File: src/rtl/pc_fetch_ctrl.sv
// ---------------------------------------------------------------------------
// pc_fetch_ctrl
//
// Fetch sequencer for the 32-bit program counter. It walks the instruction
// memory request/grant/response handshake one instruction at a time, hands
// each fetched instruction to the IF/ID boundary, and steers the PC register
// through pc_hold/pc_sel/pc_next. Redirects from trap, branch and jump
// sources are parked in a single pending slot and applied at the next safe
// point in the fetch sequence.
//
// Ports:
//   clk, rst        clock, asynchronous active-high reset
//   stall_i         decode stall; holds the delivered instruction and the PC
//   trap_valid/target, br_valid/target, jmp_valid/target
//                   redirect pulses and their targets (trap > branch > jump)
//   pc_in           current PC value
//   pc_hold         1 = PC keeps its value this cycle
//   pc_sel          1 = PC loads pc_next, 0 = PC increments by 4
//   pc_next         redirect address for the PC
//   imem_req/addr   fetch request and address
//   imem_gnt        request accepted
//   imem_rvalid/rdata  response strobe and instruction word
//   if_valid/instr/pc  instruction delivered to decode and its address
//   flush_o         one-cycle pulse on every applied redirect
//   fetch_err       sticky fetch-timeout error
// ---------------------------------------------------------------------------
module pc_fetch_ctrl #(
   parameter logic [31:0] TRAP_VEC = 32'h00000100,
   parameter int          TIMEOUT  = 16
) (
   input  logic        clk,
   input  logic        rst,
   input  logic        stall_i,
   input  logic        trap_valid,
   input  logic [31:0] trap_target,
   input  logic        br_valid,
   input  logic [31:0] br_target,
   input  logic        jmp_valid,
   input  logic [31:0] jmp_target,
   input  logic [31:0] pc_in,
   output logic        pc_hold,
   output logic        pc_sel,
   output logic [31:0] pc_next,
   output logic        imem_req,
   output logic [31:0] imem_addr,
   input  logic        imem_gnt,
   input  logic        imem_rvalid,
   input  logic [31:0] imem_rdata,
   output logic        if_valid,
   output logic [31:0] if_instr,
   output logic [31:0] if_pc,
   output logic        flush_o,
   output logic        fetch_err
);

   typedef enum logic [2:0] {
      S_IDLE,
      S_REQ,
      S_WAIT,
      S_ISSUE,
      S_ERR
   } state_t;

   localparam logic [31:0] NOP_INSTR = 32'h00000013;
   localparam logic [7:0]  TMO_LAST  = 8'(TIMEOUT - 1);
   localparam logic [1:0]  PRIO_TRAP = 2'd3;
   localparam logic [1:0]  PRIO_BR   = 2'd2;
   localparam logic [1:0]  PRIO_JMP  = 2'd1;

   state_t      state;
   logic        pend_valid;
   logic [31:0] pend_target;
   logic [1:0]  pend_prio;
   logic [31:0] fetch_pc;
   logic [7:0]  tmo_cnt;

   logic        new_valid;
   logic [31:0] new_target;
   logic [1:0]  new_prio;
   logic        apply_redir;
   logic        err_trap;

   // Resolve this cycle's redirect pulses into one candidate. A trap wins
   // over a branch, which wins over a jump. Targets are word-aligned by
   // clearing the two low bits.
   always_comb begin
      new_valid  = trap_valid | br_valid | jmp_valid;
      new_target = 32'h0;
      new_prio   = 2'd0;
      if (trap_valid) begin
         new_target = trap_target & ~32'h3;
         new_prio   = PRIO_TRAP;
      end else if (br_valid) begin
         new_target = br_target & ~32'h3;
         new_prio   = PRIO_BR;
      end else if (jmp_valid) begin
         new_target = jmp_target & ~32'h3;
         new_prio   = PRIO_JMP;
      end
   end

   // A parked redirect may only be applied where no fetch is in flight that
   // would still need its slot: in IDLE, in ISSUE (stalled or not), or in
   // WAIT at the moment the response arrives so that response can be
   // thrown away. In ERR only a live trap pulse gets us out.
   always_comb begin
      apply_redir = pend_valid &&
                    ((state == S_IDLE) || (state == S_ISSUE) ||
                     ((state == S_WAIT) && imem_rvalid));
      err_trap    = (state == S_ERR) && trap_valid;
   end

   // PC and memory controls have to follow pc_in and imem_rvalid within the
   // same cycle (the PC register loads on the edge that ends the cycle, and
   // the request address must track the PC it just loaded), so they are
   // decoded from the registered state rather than being registers
   // themselves. The PC is written only on a redirect or on a non-stalled
   // ISSUE; every other cycle it is held.
   always_comb begin
      pc_hold   = 1'b1;
      pc_sel    = 1'b0;
      pc_next   = 32'h0;
      flush_o   = 1'b0;
      imem_req  = 1'b0;
      imem_addr = 32'h0;
      if (apply_redir) begin
         pc_hold = 1'b0;
         pc_sel  = 1'b1;
         pc_next = pend_target;
         flush_o = 1'b1;
      end else if (err_trap) begin
         pc_hold = 1'b0;
         pc_sel  = 1'b1;
         pc_next = TRAP_VEC;
         flush_o = 1'b1;
      end else if ((state == S_ISSUE) && !stall_i) begin
         pc_hold = 1'b0;
      end
      if (state == S_REQ) begin
         imem_req  = 1'b1;
         imem_addr = pc_in;
      end
   end

   // Main fetch sequencer. Besides the state it owns the pending redirect
   // slot, the captured fetch address, the timeout counter and everything
   // delivered to decode. The pending slot is refilled in the same cycle it
   // is applied so a pulse landing on that cycle is not lost, and it is
   // emptied while in ERR because only a trap pulse is honoured there.
   // Timeout counts WAIT cycles since the grant; TIMEOUT such cycles
   // without a response move the sequencer to ERR.
   always_ff @(posedge clk or posedge rst) begin
      if (rst) begin
         state       <= S_IDLE;
         pend_valid  <= 1'b0;
         pend_target <= 32'h0;
         pend_prio   <= 2'd0;
         fetch_pc    <= 32'h0;
         tmo_cnt     <= 8'd0;
         if_valid    <= 1'b0;
         if_instr    <= NOP_INSTR;
         if_pc       <= 32'h0;
         fetch_err   <= 1'b0;
      end else begin
         if (state == S_ERR) begin
            pend_valid <= 1'b0;
         end else if (apply_redir) begin
            pend_valid  <= new_valid;
            pend_target <= new_target;
            pend_prio   <= new_prio;
         end else if (new_valid && (!pend_valid || (new_prio >= pend_prio))) begin
            pend_valid  <= 1'b1;
            pend_target <= new_target;
            pend_prio   <= new_prio;
         end

         case (state)
            S_IDLE: begin
               state <= S_REQ;
            end
            S_REQ: begin
               if (imem_gnt) begin
                  state    <= S_WAIT;
                  fetch_pc <= pc_in;
                  tmo_cnt  <= 8'd0;
               end
            end
            S_WAIT: begin
               if (imem_rvalid) begin
                  if (apply_redir) begin
                     state <= S_REQ;
                  end else begin
                     if_instr <= imem_rdata;
                     if_pc    <= fetch_pc;
                     if_valid <= 1'b1;
                     state    <= S_ISSUE;
                  end
               end else if (tmo_cnt == TMO_LAST) begin
                  state     <= S_ERR;
                  fetch_err <= 1'b1;
               end else begin
                  tmo_cnt <= tmo_cnt + 8'd1;
               end
            end
            S_ISSUE: begin
               if (apply_redir || !stall_i) begin
                  if_valid <= 1'b0;
                  state    <= S_REQ;
               end
            end
            S_ERR: begin
               if (trap_valid) begin
                  state <= S_REQ;
               end
            end
            default: begin
               state <= S_IDLE;
            end
         endcase
      end
   end

endmodule

File: config.mk
export PLATFORM = sky130hd
export DESIGN_NAME = pc_fetch_ctrl
export DESIGN_NICKNAME = d
export VERILOG_FILES = /design/src/rtl/pc_fetch_ctrl.sv
export SDC_FILE = /design/constraint.sdc
export NUM_CORES = 1
export LEC_CHECK = 0
export CAP_MARGIN = 5
export CELL_PAD_IN_SITES_DETAIL_PLACEMENT = 0
export CELL_PAD_IN_SITES_GLOBAL_PLACEMENT = 2
export CORE_MARGIN = 5
export CORE_UTILIZATION = 28
export DETAILED_ROUTE_END_ITERATION = 10
export PLACE_DENSITY_LB_ADDON = 0.1
export SLEW_MARGIN = 40
export SYNTH_ARGS = -nofsm -noshare
export SYNTH_HDL_FRONTEND = slang
export SYNTH_SLANG_ARGS = --single-unit
File: constraint.sdc
create_clock -name clk -period 8.8 [get_ports clk]
set_clock_uncertainty 0.15 [all_clocks]
set_input_delay 2.64 -clock clk [delete_from_list [all_inputs] [get_ports clk]]
set_output_delay 2.64 -clock clk [all_outputs]
set_load 0.005 [all_outputs]
==> impl_metrics.ini <==
[route]
drt-vias-per-instance = 4.448
detail_route.first_pass.iterations = 4
dr.first_iter.drc_count = 162
drc_errors = 0
total_vias_in_the_final_route = 5177
routedWlPerCell_um = 17.20
detail_route.wirelength_mm = 20.02
route.antenna.remaining_nets = 0

[floorplanning]
initial_core_util = 0.2864
coreArea_um2 = 23610
ioPinCount = 302
die_height_um = 165.4
fp-row-count = 56
die_width_um = 165.4
die-area_um2 = 27360

[power_and_ir_drop]
power.net_switching_mw = 0.7449
p_clk_frac = 0.262
share_comb_of_total_power = 0.364
power_per_standard_cell_area_nw_per_um2 = 243.3
max-vdd-ir-drop_uv = 105.0
power_report.internal_total_mw = 1.818
leakagePower_nw = 4.639
power.switching_fraction = 0.2906
power.share.sequential = 0.374

[synthesis]
synth.yosys.seq_area_share = 0.5261
synthAdderAreaFrac = 0.005551
yosys.cell_types.count = 46
post_synthesis_cell_type_with_the_largest_combined_area = sky130_fd_sc_hd__dfrtp_1
largest_family_of_logic_cells_by_synthesized_area = multiplexers
yosys-mux-area-fraction = 0.2321
synth_simple_gate_area_frac = 0.1171
yosys_most_used_dff = sky130_fd_sc_hd__dfrtp_1
post_synth.cell_area_avg_um2 = 12.29
post_synth_inst_count = 550
synth-edff-count = 0
syn_area_um2 = 6761
synth_top_area_frac = 0.5144
synth-compound-area-share = 0.07698
synth-xor-area-share = 0.003886
postSynth.asyncResetShare = 1.000
synth_register_bits = 142
post_synth_main_area_contributors = sky130_fd_sc_hd__dfrtp_1, sky130_fd_sc_hd__mux2_2, sky130_fd_sc_hd__mux2_4
yosysWarningCount = 0

[sta]
rsz0062_at_grt = no
slew_viol_final = 0
timing.final.ws_setup_ns = 1.240
finalHoldViolCount = 0
timing.slew.headroom = 0.5229
timing.setup.tns_ns = 0
fin_worst_hold_slack_ns = 0.3231
finalWorstPathRequiredPeriod_ns = 7.560
setup_violations = 0
final.period_utilization = 0.8590
worst_slew_pin_slew_ns = 0.7156
timing.fmax_mhz = 132.3

[critical_path]
cp_max_fo = 6
crit_required_ns = 6.01
critical_path.slowest_cell = sky130_fd_sc_hd__clkdlybuf4s50_1
setup.worst_path.end_class = primary output
path_class = primary input to primary output
crit_path_cell_trace = clkdlybuf4s50_1 -> or3b_4 -> nand4b_4 -> o21ai_0 -> a31oi_1 -> clkdlybuf4s50_1
crit_path_start_kind = primary input
worst_path_most_repeated_cell = sky130_fd_sc_hd__clkdlybuf4s50_1
cpLargestDelayFamily = buffers and inverters
crit_arrival_ns = 4.77
worst-path-buf-inv = 2
worst_path_largest_cell_delay_ns = 0.53

[grt]
first_global_vias = 5657
global_route_wire_length_before_repair_mm = 30.85
antenna_found_initial = 1
grt_start_max_net_pins = 76
grt.overflow.total = 0
grt_use_total = 0.1450

[place]
dp_cells = 1131
pre_cts_worst_setup_slack_ns = 1.187
gp_congestion = 0.7843
place_hpwl_mm = 14.82
place.port_buffers = 293

[status]
outcome = completed

[clocking]
clk_pin_slew_worst_paths_ns = 0.07
htree_num_levels = 4
post_cts_hold_buffer_count = 0
cts_buffer_depth = 2
cts_resized = 0
ctsRootBufferMaster = sky130_fd_sc_hd__clkbuf_16
worstSkewPairLatency_ns = 0.41
clock_sink_count = 142
postCtsSetupBuffers = 0
tritoncts = yes
cts_inserted_buffers = 17

[finish]
share_of_cells_above_drive_strength_1 = 0.1801
synthesis_to_finish_area_growth_pct = 55.81
nets = 1002
finalNonFillerCells = 1164

[job]
cap_viol_max_count = 0

[hold_path]
hold_path_class = register to register
## cell usage in the layout (no fill, tap or decap), types with 4 or more instances in the layout
cell,synthesis,final
sky130_fd_sc_hd__clkdlybuf4s50_1,0,292
sky130_fd_sc_hd__dfrtp_1,139,139
sky130_fd_sc_hd__mux2_2,65,65
sky130_fd_sc_hd__nand2_1,37,37
sky130_fd_sc_hd__o21ai_0,35,35
sky130_fd_sc_hd__mux2_1,33,33
sky130_fd_sc_hd__and3_1,33,33
sky130_fd_sc_hd__a22oi_1,30,30
sky130_fd_sc_hd__and2_1,31,30
sky130_fd_sc_hd__mux2_4,29,29
sky130_fd_sc_hd__clkbuf_16,0,17
sky130_fd_sc_hd__nor2_1,13,13
sky130_fd_sc_hd__inv_1,11,9
sky130_fd_sc_hd__buf_4,3,8
sky130_fd_sc_hd__nand2b_1,7,7
sky130_fd_sc_hd__inv_6,0,7
sky130_fd_sc_hd__clkinvlp_4,0,4
## worst paths after layout
| kind | slack [ns] | depth (start not counted) | endpoint | start |
|---|---|---|---|---|
| worst max-delay path | 1.24 | 6 | pc_hold | imem_rvalid |
| worst min-delay path | 0.32 | 1 | fetch_err$_DFFE_PP0P_ | fetch_err$_DFFE_PP0P_ |
| worst max register to register | 6.33 | 4 | tmo_cnt[0]$_DFFE_PP0P_ | state[2]$_DFFE_PP0P_ |
| worst min register to register | 0.32 | 1 | fetch_err$_DFFE_PP0P_ | fetch_err$_DFFE_PP0P_ |
| max in group asynchronous | 4.82 | 3 | fetch_pc[15]$_DFFE_PP0P_ | rst |
| min in group asynchronous | 2.56 | 2 | if_instr[7]$_DFFE_PP0P_ | rst |
## layout make-up
type	instances	area (µm²)
Antenna cell	1	2.502
Sequential cell	142	3557
Multi-Input combinational cell	356	2968
Clock inverter	14	122.6
Timing Repair Buffer	303	3010
Clock buffer	18	429.2
Fill cell	2242	13080
Tap cell	319	399.1
Inverter	11	46.29
## flip-flops by register name, indices dropped and copies added (netlist names)
register / cells
pend_prio: 2
tmo_cnt: 8
pend_valid: 1
fetch_pc: 32
if_instr: 32
pend_target: 30
if_valid: 1
state: 3
fetch_err: 1
if_pc: 32
## synthesized netlist by cell type, types with 2 or more instances
cell type                  count
sky130_fd_sc_hd__xnor2_1       3
sky130_fd_sc_hd__mux2i_1       3
sky130_fd_sc_hd__clkbuf_1     23
sky130_fd_sc_hd__a31oi_1       2
sky130_fd_sc_hd__a22oi_1      30
sky130_fd_sc_hd__and2_1       31
sky130_fd_sc_hd__inv_1        11
sky130_fd_sc_hd__mux2_2       65
sky130_fd_sc_hd__mux2_1       33
sky130_fd_sc_hd__nor2_1       13
sky130_fd_sc_hd__ha_1          3
sky130_fd_sc_hd__a21oi_1       2
sky130_fd_sc_hd__dfstp_2       3
sky130_fd_sc_hd__nor2b_1       2
sky130_fd_sc_hd__nand3_1       2
sky130_fd_sc_hd__mux2_4       29
sky130_fd_sc_hd__nand2b_1      7
sky130_fd_sc_hd__dfrtp_1     139
sky130_fd_sc_hd__buf_4         3
sky130_fd_sc_hd__nor4_2        3
sky130_fd_sc_hd__and3_1       33
sky130_fd_sc_hd__buf_6         4
sky130_fd_sc_hd__o211ai_1      2
sky130_fd_sc_hd__nand2_1      37
sky130_fd_sc_hd__o21ai_0      35
sky130_fd_sc_hd__buf_2        12
## stage by stage
step / utilization / instance area (µm²) / power (mW)
4_1_cts: 0.4459 / 10530 / 2.618
2_1_floorplan: - / 6765 / 1.406
3_5_place_dp: 0.4225 / 9977 / 1.925
6_report: 0.4462 / 10540 / 2.563
3_3_place_gp: 0.4216 / 9956 / 1.897
5_1_grt: 0.4461 / 10530 / 2.737
## logic make-up after synthesis
logic type,after synthesis
flops,142
buf+inv,53
simple gates,138
xor+xnor,3
compound gates,80
fa+ha+maj,3
other cells,1
mux,130
## routing by layer
layer  GRT usage  wire [µm]
met1      0.1770       8232
met2      0.2424       9687
met3     0.05609       1916
met4     0.03450        174
met5           0         13
## power by group through the flow
| stage | clock network (mW) | registers (mW) | logic, mW |
|---|---|---|---|
| 6_report | 0.670 | 0.959 | 0.934 |
| 5_1_grt | 0.726 | 0.987 | 1.02 |
| 4_1_cts | 0.696 | 0.963 | 0.960 |
| 3_5_place_dp | 0 | 0.970 | 0.955 |
| 3_3_place_gp | 0 | 0.967 | 0.931 |
| 2_1_floorplan | 0 | 0.941 | 0.465 |
Note: power is estimated with default switching activity, not from simulation.
